### config.mk
export PLATFORM = sky130hd
export DESIGN_NAME = axis_input_framer
export DESIGN_NICKNAME = d
export VERILOG_FILES = /design/src/rtl/axis_input_framer.sv
export SDC_FILE = /design/constraint.sdc
export NUM_CORES = 1
export LEC_CHECK = 0
export ABC_CLOCK_PERIOD_IN_PS = 10300
export BUFFER_PORTS_ARGS = -buffer_cell sky130_fd_sc_hd__clkbuf_2
export CAP_MARGIN = 0
export CELL_PAD_IN_SITES_DETAIL_PLACEMENT = 1
export CELL_PAD_IN_SITES_GLOBAL_PLACEMENT = 2
export CORE_MARGIN = 2
export CORE_UTILIZATION = 45
export DETAILED_ROUTE_END_ITERATION = 8
export GPL_TIMING_DRIVEN = 0
export PLACE_DENSITY_LB_ADDON = 0.05
export SLEW_MARGIN = 20
export SYNTH_ARGS = -nofsm -noshare
export SYNTH_HDL_FRONTEND = slang
export SYNTH_SLANG_ARGS = --single-unit
### constraint.sdc
create_clock -name s_axi_aclk -period 10.3 [get_ports s_axi_aclk]
set_input_delay 0.515 -clock s_axi_aclk [delete_from_list [all_inputs] [get_ports s_axi_aclk]]
set_output_delay 0.515 -clock s_axi_aclk [all_outputs]
set_load 0.005 [all_outputs]
### src/rtl/axis_input_framer.sv
// AXI-Stream ingress framer: FIFO-buffers samples and releases FRAME_LEN of them per frame to Layer 1.
// Optional framing check (s_in_last / frame_err) built when FRAME_CHECK_EN is defined.
module axis_input_framer #(
   parameter int DATA_WIDTH = 16,
   parameter int FRAME_LEN  = 784,
   parameter int FIFO_DEPTH = 64,
   parameter int DEPTH_LOG2 = 6
) (
   input  logic                  s_axi_aclk,
   input  logic                  reset,
   input  logic [DATA_WIDTH-1:0] s_in_data,
   input  logic                  s_in_valid,
   output logic                  s_in_ready,
   output logic [DATA_WIDTH-1:0] x_in,
   output logic                  x_valid,
   input  logic                  layer_done,
   output logic                  busy,
   output logic [DEPTH_LOG2:0]   fifo_level,
`ifdef FRAME_CHECK_EN
   input  logic                  s_in_last,
   output logic                  frame_err,
`endif
   output logic [15:0]           frame_count
);

   localparam int                  CNT_W    = $clog2(FRAME_LEN + 1);
   localparam int                  LVL_W    = DEPTH_LOG2 + 1;
   localparam logic [CNT_W-1:0]    LAST_CNT = CNT_W'(FRAME_LEN);
   localparam logic [LVL_W-1:0]    FULL_LVL = LVL_W'(FIFO_DEPTH);

   typedef enum logic [1:0] {IDLE, STREAM, WAIT_DONE} state_t;

   state_t                  state_q, state_d;
   logic [CNT_W-1:0]        cnt_q, cnt_d, cnt_inc;
   logic [15:0]             fc_q, fc_d;
   logic [DATA_WIDTH-1:0]   mem_q [FIFO_DEPTH];
   logic [DEPTH_LOG2-1:0]   wr_ptr_q, rd_ptr_q;
   logic [LVL_W-1:0]        level_q;
   logic [DATA_WIDTH-1:0]   x_in_q;
   logic                    x_valid_q;
   logic                    push, pop;

   assign s_in_ready  = !reset && (level_q != FULL_LVL);
   assign push        = s_in_valid && s_in_ready;
   assign pop         = (state_q != WAIT_DONE) && (level_q != '0);
   assign x_in        = x_in_q;
   assign x_valid     = x_valid_q;
   assign fifo_level  = level_q;
   assign frame_count = fc_q;
   assign busy        = (state_q != IDLE) || (level_q != '0);

   always_ff @(posedge s_axi_aclk) begin
      if (push) mem_q[wr_ptr_q] <= s_in_data;
   end

   // Pointers wrap naturally at DEPTH_LOG2 bits; the extra level bit distinguishes full from empty.
   always_ff @(posedge s_axi_aclk) begin
      if (reset) begin
         wr_ptr_q <= '0;
         rd_ptr_q <= '0;
         level_q  <= '0;
      end else begin
         if (push) wr_ptr_q <= wr_ptr_q + 1'b1;
         if (pop)  rd_ptr_q <= rd_ptr_q + 1'b1;
         case ({push, pop})
            2'b10:   level_q <= level_q + 1'b1;
            2'b01:   level_q <= level_q - 1'b1;
            default: level_q <= level_q;
         endcase
      end
   end

   always_ff @(posedge s_axi_aclk) begin
      if (reset) begin
         x_in_q    <= '0;
         x_valid_q <= 1'b0;
      end else begin
         x_valid_q <= pop;
         if (pop) x_in_q <= mem_q[rd_ptr_q];
      end
   end

   always_ff @(posedge s_axi_aclk) begin
      if (reset) begin
         state_q <= IDLE;
         cnt_q   <= '0;
         fc_q    <= '0;
      end else begin
         state_q <= state_d;
         cnt_q   <= cnt_d;
         fc_q    <= fc_d;
      end
   end

   assign cnt_inc = cnt_q + 1'b1;

   always_comb begin
      state_d = state_q;
      cnt_d   = cnt_q;
      fc_d    = fc_q;
      case (state_q)
         IDLE, STREAM: begin
            if (pop) begin
               cnt_d   = cnt_inc;
               state_d = (cnt_inc == LAST_CNT) ? WAIT_DONE : STREAM;
            end
         end
         WAIT_DONE: begin
            if (layer_done) begin
               state_d = IDLE;
               cnt_d   = '0;
               fc_d    = fc_q + 1'b1;
            end
         end
         default: state_d = IDLE;
      endcase
   end

`ifdef FRAME_CHECK_EN
   logic [CNT_W-1:0] acc_cnt_q;
   logic             err_q;
   logic             last_pos;

   assign last_pos  = (acc_cnt_q == LAST_CNT - 1'b1);
   assign frame_err = err_q;

   // Accept-side position counter, independent of the drain side.
   always_ff @(posedge s_axi_aclk) begin
      if (reset) begin
         acc_cnt_q <= '0;
         err_q     <= 1'b0;
      end else if (push) begin
         acc_cnt_q <= last_pos ? '0 : acc_cnt_q + 1'b1;
         if (s_in_last != last_pos) err_q <= 1'b1;
      end
   end
`endif

endmodule

### Word level (Yosys, flattened, before mapping)

Memory sizes are Yosys's and may differ from the RTL's. A register that Yosys moved wholly into a read port is not among the register bits.
Cells that the tools add are included.
Widths: inputs -> output; s select.

* bits in registers: 48
* RAM bits: 1024
* bits of input ports: 20
* output and inout port bits: 42
* word-level logic and storage cells: 47
* memories kept: 1

Memory list
* mem_q: words 64, bits a word 16, rd ports 1, clocked after Yosys merged registers in 1, wr ports 1, RTL line 36 `logic [DATA_WIDTH-1:0] mem_q [FIFO_DEPTH];`

* $add $sub $neg: 6
* equal/unequal tests: 9
* muxes and demuxes: 10
* reduce and logical (&&, ||, !) cells: 14

Operator list (count)
* $mux 10: 2
* $pmux 10 s2: 1
* $add 16x1->16 const B: 1
* $pmux 7 s2: 1
* $add 6x1->6 const B: 2
* $add 10x1->10 const B: 1
* $eq 10x10->1 const B: 1
* $add 7x1->7 const B: 1
* $ne 7x7->1 const B: 1
* $reduce_bool 7->1: 1
* $sub 7x1->7 const B: 1
* $mux 2: 3
* $ne 2x2->1 const B: 3
* $reduce_bool 2->1: 3
* $eq 2x1->1 const B: 2
* $eq 2x2->1 const B: 2
* $pmux 2 s2: 1
* $reduce_and 2->1: 2
* $logic_and 1x1->1: 3
* $reduce_and 3->1: 1
* $logic_not 2->1: 1
* $mux 1: 2
* $reduce_or 2->1: 1
* $logic_not 1->1: 1
* $logic_or 1x1->1: 1

### Logic depth before layout (Yosys ltp)

Gate-level depths: netlist of run 1.

* depth after elaboration: 5
* mapped depth: 15
* mapped depth without buffers: 13

### Worst setup path after synthesis of run 1

No wires, ideal clock.

* path kind: reg-to-reg
* start point: register level_q[1], in the netlist fifo_level[1]
* end point: register level_q[6], in the netlist fifo_level[6]
* library setup time: 0.070 ns
* arrival time: 3.360 ns
* data required time: 10.230 ns
* setup slack: 6.870 ns
* cell stages (with the launch flop): 16
* buffers on the path: 2
* period minus slack after synthesis: 3.430 ns
* path through: dfxtp_1 > buf_2 > nor4_4 > a31oi_1 > and2_1 > inv_2 > ha_1 > buf_1 > xor2_1 > ha_1 > a21oi_1 > o21ai_0 > a221oi_1 > a221oi_1 > or3_1 > a21oi_1

* cells in the longest elaborated chain, start to end: 5
* elaborated cells on any way between the ends: 11
* those cells by class: add/sub: 2; eq/ne: 3; mux: 1; reduce/logical: 5

Ends and longest elaborated chain
* from (decl): RTL line 38 `logic [LVL_W-1:0] level_q;`
* from (signal assigned): RTL line 66 `2'b10: level_q <= level_q + 1'b1;`
* from (signal assigned): RTL line 67 `2'b01: level_q <= level_q - 1'b1;`
* from (signal assigned): RTL line 68 `default: level_q <= level_q;`
* $ne 7x7->1 *: RTL line 43 `assign s_in_ready = !reset && (level_q != FULL_LVL);`
* $logic_and 1x1->1 *: RTL line 43
* named net s_in_ready: RTL line 13 `output logic s_in_ready,`
* $logic_and 1x1->1 *: RTL line 44 `assign push = s_in_valid && s_in_ready;`
* $eq 2x1->1 / $eq 2x2->1 (equally long branches): RTL line 65 `case ({push, pop})`
* $pmux 7 s2 / $reduce_bool 2->1 (equally long branches)

Mark *: on every way through the listed nets, which the timed path passes. The rest lies on a longest branch.
A chain may end at the register's enable or synchronous reset.

### Worst setup path in the final report of run 1

* start point: register level_q[1], in the netlist fifo_level[1]
* end point: register level_q[6], in the netlist fifo_level[6]

* cells in the longest elaborated chain, start to end: 5
* elaborated cells on any way between the ends: 11
* those cells by class: add/sub: 2; eq/ne: 3; mux: 1; reduce/logical: 5

Ends and longest elaborated chain
* parallel branches: the longest is 5 deep, another holds $sub 7x1->7

Parallel ways; which one is timed is not known.

==> metrics, run 1 <==
capture endpoint of the worst hold path state_q[1]; routed wirelength normalized by instance count 31.4 um; category of the most critical setup path flip-flop to flip-flop; Final #Nets 2452; min-delay worst type primary input to flip-flop; PD cells about 230 nW/um^2; GR Overflow Total 0; kind of launch point of the worst setup path flip-flop; total via count after detailed routing 22100; quantity of I/O buffers inserted on ports between 60 and 70; area delta synth->final 15.6%; total design power 11300 uW; number of H-tree levels 3; TritonCTS clock tree yes; clock input transition at the sequential cells of the worst setup and hold paths 0.06 ns; instance count of the mapped netlist 2186; Post-DRT Antenna Nets 0; count of fill cells added during filler insertion ~8400; unique cell type count in the Yosys netlist 54; post-synthesis instance area 42400 um^2; Fmax achieved about 0.25 GHz; number of global-route vias before repair 23000; R2R depth 15; global-route total usage across every layer 0.247; horizontal extent of the die 311 um; Min-Delay Startpoint layer_done; syn avg cell area roughly 19 um^2; clock insertion delay at the later pin of the skew report ~0.69 ns; headroom to the max-slew limit 0.123; area fraction of the dominant cell type after synthesis 0.725; Post-synth EDFFs 1024; dominant synthesized flop cell sky130_fd_sc_hd__edfxtp_1; number of failing hold endpoints at the final stage 0; cts bufs inserted 112; final standard cell utilization of the core 0.525; static leakage 0.0156 uW; Post-CTS Setup Repair Bufs 0; beginning of the worst register-to-register path fifo_level[1]; critical path data required time 10.91 ns; Slew @ Worst Pin approximately 1.3 ns; Iteration-0 DRC Markers 2017; maximum number of pins on one net before global-route repair 65; number of standard-cell rows in the floorplan approximately 110; starting density of the core 0.454; number of buffers inserted by hold repair at cts 0; max-capacitance violation count 0; HPWL after detailed placement 80400 um; worst slack, placed 6.20 ns; DRC violations left 0; share of the clock period used by the worst path after layout 0.393; ports placed on the boundary 62; clock skew after layout 0.0257 ns; vertical die dimension 311 um; CP arrival 4.65 ns; drt first pass iters 5; warning count from the yosys run 0; weighted congestion reported at the end of routability-driven placement 0.873; Tmin final between 4 and 5 ns; maximum vdd ir drop about 0.16 mV; net count of the mapped netlist 2213; category of the worst setup path capture point flip-flop; top cell type by total area after synthesis sky130_fd_sc_hd__edfxtp_1; Async SR Flop Fraction 0; status finished clean; flop-to-flop setup slack 6.26 ns; number of synthesized register bits approximately 1100; Post-CTS Resized 0; floorplan die area ~97000 um^2; most common cell after layout, fill and taps aside sky130_fd_sc_hd__edfxtp_1; antenna violations before repair 5; layout cells sized above 1 0.259; hold path depth 3; Final Worst Setup Slack 6.26 ns; global-route wire length before repair 170000 um; core box area approximately 93000 um^2; register area share after synthesis 0.755; pins over their slew limit 0; clk root buf sky130_fd_sc_hd__clkbuf_16; clock net sink count 1088; Routed WL 118000 um; number of vias per cell 5.85; Final setup violation count 0; setup TNS 0 ns; worst-case clock buffer depth 3; Critical R2R Capture fifo_level[6]; cell types occupying the most area after synthesis sky130_fd_sc_hd__edfxtp_1, sky130_fd_sc_hd__mux4_2, sky130_fd_sc_hd__mux2i_1; maximum net fanout on the critical path 10; setup repair after global routing missed its margin false; commonest cells after routing, fill and taps aside sky130_fd_sc_hd__edfxtp_1, sky130_fd_sc_hd__mux4_2, sky130_fd_sc_hd__mux2i_1
[where the power goes]
part	internal, uW	leakage (uW)	switching (uW)
Sequential	4900	0.00973	84.4
Combinational	980	0.00406	1310
Clock	2360	0.00176	1660
[stage by stage]
| stage | hold slack [ns] | std cells | instance area (um^2) |
|---|---|---|---|
| global route | 0.122 | 3767 | 49000 |
| finish | 0.141 | 3768 | 49000 |
| floorplan | 0.467 | 2186 | 42400 |
| global placement | 0.484 | 3501 | 44300 |
| detailed placement | 0.496 | 3565 | 45400 |
| CTS | 0.0851 | 3767 | 49000 |
[how the worst max path moves through the flow]
stage	start	endpoint	slack, ns	depth (start not counted)
2_1_floorplan	fifo_level[1]	fifo_level[6]	6.87	15
3_3_place_gp	reset	mem_q[45][3]	5.98	7
3_5_place_dp	fifo_level[1]	fifo_level[6]	6.20	15
4_1_cts	fifo_level[1]	fifo_level[6]	6.17	15
5_1_grt	fifo_level[1]	fifo_level[6]	5.83	15
6_report	fifo_level[1]	fifo_level[6]	6.26	15
[critical path: stages (launching register included)]
cell and delay, ns:
sky130_fd_sc_hd__dfxtp_1 0.31, sky130_fd_sc_hd__buf_2 0.18, sky130_fd_sc_hd__nor4_4 0.40, sky130_fd_sc_hd__a31oi_1 0.16, sky130_fd_sc_hd__and2_1 0.28, sky130_fd_sc_hd__inv_2 0.16, sky130_fd_sc_hd__ha_1 0.27, sky130_fd_sc_hd__buf_1 0.41
sky130_fd_sc_hd__xor2_1 0.15, sky130_fd_sc_hd__ha_1 0.22, sky130_fd_sc_hd__a21oi_1 0.24, sky130_fd_sc_hd__o21ai_0 0.15, sky130_fd_sc_hd__a221oi_1 0.41, sky130_fd_sc_hd__a221oi_1 0.17, sky130_fd_sc_hd__or3_1 0.34, sky130_fd_sc_hd__a21oi_1 0.14
[synth_stat cells, drive strengths merged (2+ instances only)]
| master | instances |
|---|---|
| nand3 | 19 |
| or3b | 2 |
| and3b | 3 |
| edfxtp | 1024 |
| a211oi | 35 |
| dfxtp | 64 |
| o21ai | 31 |
| mux2i | 164 |
| clkbuf | 37 |
| nor3b | 4 |
| nor3 | 4 |
| and3 | 3 |
| a21o | 18 |
| and4 | 2 |
| a211o | 32 |
| a221o | 16 |
| nand3b | 6 |
| a31oi | 7 |
| nor2 | 116 |
| o221ai | 32 |
| buf | 91 |
| and2 | 6 |
| nand2 | 43 |
| nand2b | 10 |
| ha | 7 |
| or2 | 2 |
| or3 | 10 |
| inv | 6 |
| mux4 | 176 |
| a21oi | 54 |
| mux2 | 48 |
| a221oi | 2 |
| o22ai | 64 |
| xor2 | 21 |
| xnor2 | 8 |
| nor2b | 4 |
| nand4 | 6 |
[per-layer routing]
layer	share of wire	track usage	up-vias
met5	0	0	-
met4	0.025	0.0616	0
met3	0.053	0.0363	140
met2	0.48	0.397	664
met1	0.45	0.358	11800
li1	-	-	9455
[flip-flops by register name (all words and copies together), names as in the netlist]
signal       cells
cnt_q           10
fifo_level       7
frame_count     16
mem_q         1024
rd_ptr_q         6
state_q          2
wr_ptr_q         6
x_in            16
x_valid          1
[cell families after synthesis]
kind of cell / share of synthesized area
compound gates: 0.0488
xor+xnor: 0.00599
fa+ha+maj: 0.00206
buf+inv: 0.0160
flops: 0.755
mux: 0.145
simple gates: 0.0271
[cell type report]
| type | count | area [um^2] | area share |
|---|---|---|---|
| sequential | 1088 | 32000 | 0.653 |
| clock inverter | 59 | 583 | 0.0119 |
| tap | 1254 | 1570 | 0.0320 |
| clock buffer | 143 | 3020 | 0.0617 |
| buffer | 128 | 654 | 0.0133 |
| inverter | 6 | 22.5 | 0.000459 |
| antenna | 1 | 2.50 | 0.0000510 |
| timing repair buffer | 125 | 1230 | 0.0252 |
| multi-input combinational | 964 | 9900 | 0.202 |
Power figures use the tool's default switching activity.
==> run 2: changes to the inputs <==
--- a/config.mk
+++ b/config.mk
@@ -5,7 +5,7 @@
 export SDC_FILE = /design/constraint.sdc
 export NUM_CORES = 1
 export LEC_CHECK = 0
-export ABC_CLOCK_PERIOD_IN_PS = 10300
+export ABC_CLOCK_PERIOD_IN_PS = 4000
 export BUFFER_PORTS_ARGS = -buffer_cell sky130_fd_sc_hd__clkbuf_2
 export CAP_MARGIN = 0
 export CELL_PAD_IN_SITES_DETAIL_PLACEMENT = 1
==> constraint.sdc (replaced) <==
create_clock -name s_axi_aclk -period 4 [get_ports s_axi_aclk]
set_input_delay 0.2 -clock s_axi_aclk [delete_from_list [all_inputs] [get_ports s_axi_aclk]]
set_output_delay 0.2 -clock s_axi_aclk [all_outputs]
set_load 0.005 [all_outputs]
==> run 2 against run 1 <==
Net effect: hold slack worse by 0.095 ns; sequential share of layout area shrank 0.067 points; final area is 0.10% higher; clock power rose to 2.6 times the previous value; worst setup slack lost 5.9 ns; sequential power rose to 2.6 times the previous value; cell count is 0.11% higher; register-to-register slack got worse by 5.9 ns; critical path type unchanged; first-iteration DRC count up 0.35%; non-clock buffer count is 4 higher; largest cell class unchanged; combinational power increased to 2.6 times the previous value.
==> metrics, run 2 (same netlist as run 1, synthesis figures left out) <==
Iteration-0 DRC Markers 2024 (+0.35%); critical path data required time 4.61 ns (-6.30 ns); PD cells 593 nW/um^2 (+160%); maximum net fanout on the critical path 10 (unchanged); number of global-route vias before repair 23000 (+0.048%); floorplan die area 96700 um^2 (unchanged); Slew @ Worst Pin 1.32 ns (+0.0108 ns); clk root buf sky130_fd_sc_hd__clkbuf_16; flip-flop count of the largest register, all copies and words added 1024 (unchanged); number of vias per cell 5.84 (-0.26%); Fmax achieved 0.272 GHz (+10%); weighted congestion reported at the end of routability-driven placement 0.873 (unchanged); global-route wire length before repair 170000 um (about the same); routed wirelength normalized by instance count 31.4 um (about the same); largest register by flop count mem_q; Final #Nets 2456 (+0.16%); area of the multi-input gates 9910 um^2 (about the same); setup repair after global routing missed its margin false; clock skew after layout 0.0241 ns (-0.00163 ns); Routed WL 118000 um (about the same); number of failing hold endpoints at the final stage 0 (unchanged); CP arrival 4.28 ns (-0.37 ns); global-route total usage across every layer 0.247 (about the same); clock network power share 0.355 (about the same); number of standard-cell rows in the floorplan 112 (unchanged); maximum vdd ir drop 0.401 mV (+160%); Final setup violation count 0 (unchanged); horizontal extent of the die 311 um (unchanged); number of H-tree levels 3 (unchanged); core box area 93300 um^2 (unchanged); hold path depth 1 (-2); cts bufs inserted 112 (unchanged); pins over their slew limit 0 (unchanged); TritonCTS clock tree yes; most common cell after layout, fill and taps aside sky130_fd_sc_hd__edfxtp_1; ports placed on the boundary 62 (unchanged); Tmin final 3.67 ns (-0.371 ns); post-detailed-placement cell area 45400 um^2 (unchanged); cell total after placement 3565 (unchanged); maximum number of pins on one net before global-route repair 65 (unchanged); FF+latch area 32000 um^2 (unchanged); clock input transition at the sequential cells of the worst setup and hold paths 0.06 ns (about the same); clock insertion delay at the later pin of the skew report 0.69 ns (about the same); total design power 29100 uW (+160%); quantity of I/O buffers inserted on ports 61 (unchanged); switching power total 7870 uW (+160%); max-capacitance violation count 0 (unchanged); worst slack, placed -0.102 ns (-6.30 ns); category of the most critical setup path flip-flop to flip-flop; Final Worst Setup Slack 0.328 ns (-5.93 ns); switching power share of the total 0.270 (about the same); flop-to-flop setup slack 0.33 ns (-5.93 ns); HPWL after detailed placement 80400 um (unchanged); layout cells sized above 1 0.260 (+0.00118); beginning of the worst register-to-register path fifo_level[3]; capture endpoint of the worst hold path mem_q[2][5]; DRC violations left 0 (unchanged); worst-case clock buffer depth 3 (unchanged); commonest cells after routing, fill and taps aside sky130_fd_sc_hd__edfxtp_1, sky130_fd_sc_hd__mux4_2, sky130_fd_sc_hd__mux2i_1; count of fill cells added during filler insertion 8359 (unchanged); antenna violations before repair 5 (unchanged); Comb power frac 0.204 (about the same); total via count after detailed routing 22000 (-0.16%); R2R depth 15 (unchanged); relative contribution of sequential cells to total power 0.441 (about the same); share of the clock period used by the worst path after layout 0.918 (+0.525); GR Overflow Total 0 (unchanged); drt first pass iters 5 (unchanged); static leakage 0.0156 uW (+0.15%); vertical die dimension 311 um (unchanged); Min-Delay Startpoint s_in_data[5]; clock net sink count 1088 (unchanged); Int Pwr 21200 uW (+160%); min-delay worst type primary input to flip-flop; area delta synth->final 15.7%; filler-free cell count of the finished design 3772 (+0.11%); kind of launch point of the worst setup path flip-flop; status finished clean; Critical R2R Capture fifo_level[6]; starting density of the core 0.454 (unchanged); Layout Cell Area excl Fill 49100 um^2 (+0.10%); category of the worst setup path capture point flip-flop; Post-DRT Antenna Nets 0 (unchanged); headroom to the max-slew limit 0.116 (-0.00722)
-- run 2: cell count changes in the layout (fill, tap and decap cells not counted), sizes merged --
| cell | change |
|---|---|
| dlygate4sd3 | +3 |
| clkbuf | +1 |
-- run 2: routing by layer --
metal  vias to the layer above  GRT usage  routed length [um]
met5                         -          0                  12
met4                         2     0.0616                2860
met3                       139     0.0363                6090
met2                       624      0.397               56300
met1                     11800      0.358               53200
li1                       9469          -                   -
-- run 2: how the worst max path moves through the flow --
stage / cells after the start / endpoint / slack (ns) / from
2_1_floorplan: 15 / fifo_level[6] / 0.57 / fifo_level[1]
5_1_grt: 15 / fifo_level[6] / 0.01 / fifo_level[2]
4_1_cts: 15 / fifo_level[6] / 0.08 / fifo_level[1]
3_5_place_dp: 15 / fifo_level[6] / -0.10 / fifo_level[1]
3_3_place_gp: 8 / mem_q[45][3] / -0.25 / fifo_level[3]
6_report: 15 / fifo_level[6] / 0.33 / fifo_level[3]
-- run 2: stage by stage --
step / hold WS, ns / util / TNS (ns)
2_1_floorplan: 0.299 / - / 0
3_3_place_gp: 0.484 / 0.475 / -12.28
3_5_place_dp: 0.496 / 0.487 / -0.168
4_1_cts: 0.0190 / 0.526 / 0
5_1_grt: 0.0365 / 0.526 / 0
6_report: 0.0453 / 0.526 / 0
-- run 2: repair_timing --
item	4_1_cts	5_1_grt
endpoints found under the setup margin	2	2
pin swaps	0	1
hold buffers	3	0
cloned	0	0
buffers inserted	0	1
hold endpoints to repair	11	0
gates resized for setup	1	3
-- run 2: worst max-delay path: stages, from the launching register on --
cell                       delay [ns]
sky130_fd_sc_hd__dfxtp_1         0.33
sky130_fd_sc_hd__buf_2           0.22
sky130_fd_sc_hd__nor2_2          0.10
sky130_fd_sc_hd__a31oi_1         0.21
sky130_fd_sc_hd__and2_1          0.36
sky130_fd_sc_hd__inv_2           0.14
sky130_fd_sc_hd__ha_1            0.29
sky130_fd_sc_hd__clkbuf_4        0.22
sky130_fd_sc_hd__xor2_1          0.16
sky130_fd_sc_hd__ha_1            0.20
sky130_fd_sc_hd__a21oi_1         0.25
sky130_fd_sc_hd__o21ai_0         0.17
sky130_fd_sc_hd__a221oi_2        0.33
sky130_fd_sc_hd__a221oi_1        0.15
sky130_fd_sc_hd__or3_1           0.34
sky130_fd_sc_hd__a21oi_1         0.14
-- run 2: power by group through the flow --
stage	Clock (uW)	Combinational, uW	Sequential [uW]
2_1_floorplan	0	3860	13000
3_3_place_gp	0	5840	13100
3_5_place_dp	0	5940	13100
4_1_cts	10500	5980	12800
5_1_grt	10900	6320	12800
6_report	10300	5920	12800
-- run 2: final cells by class --
| class | count | area share |
|---|---|---|
| Timing Repair Buffer | 129 | 0.0259 |
| Buffer | 128 | 0.0134 |
| Multi-Input combinational cell | 964 | 0.202 |
| Clock inverter | 59 | 0.0119 |
| Clock buffer | 143 | 0.0616 |
| Sequential cell | 1088 | 0.653 |
| Antenna cell | 1 | 0.0000510 |
| Tap cell | 1254 | 0.0320 |
| Inverter | 6 | 0.000459 |
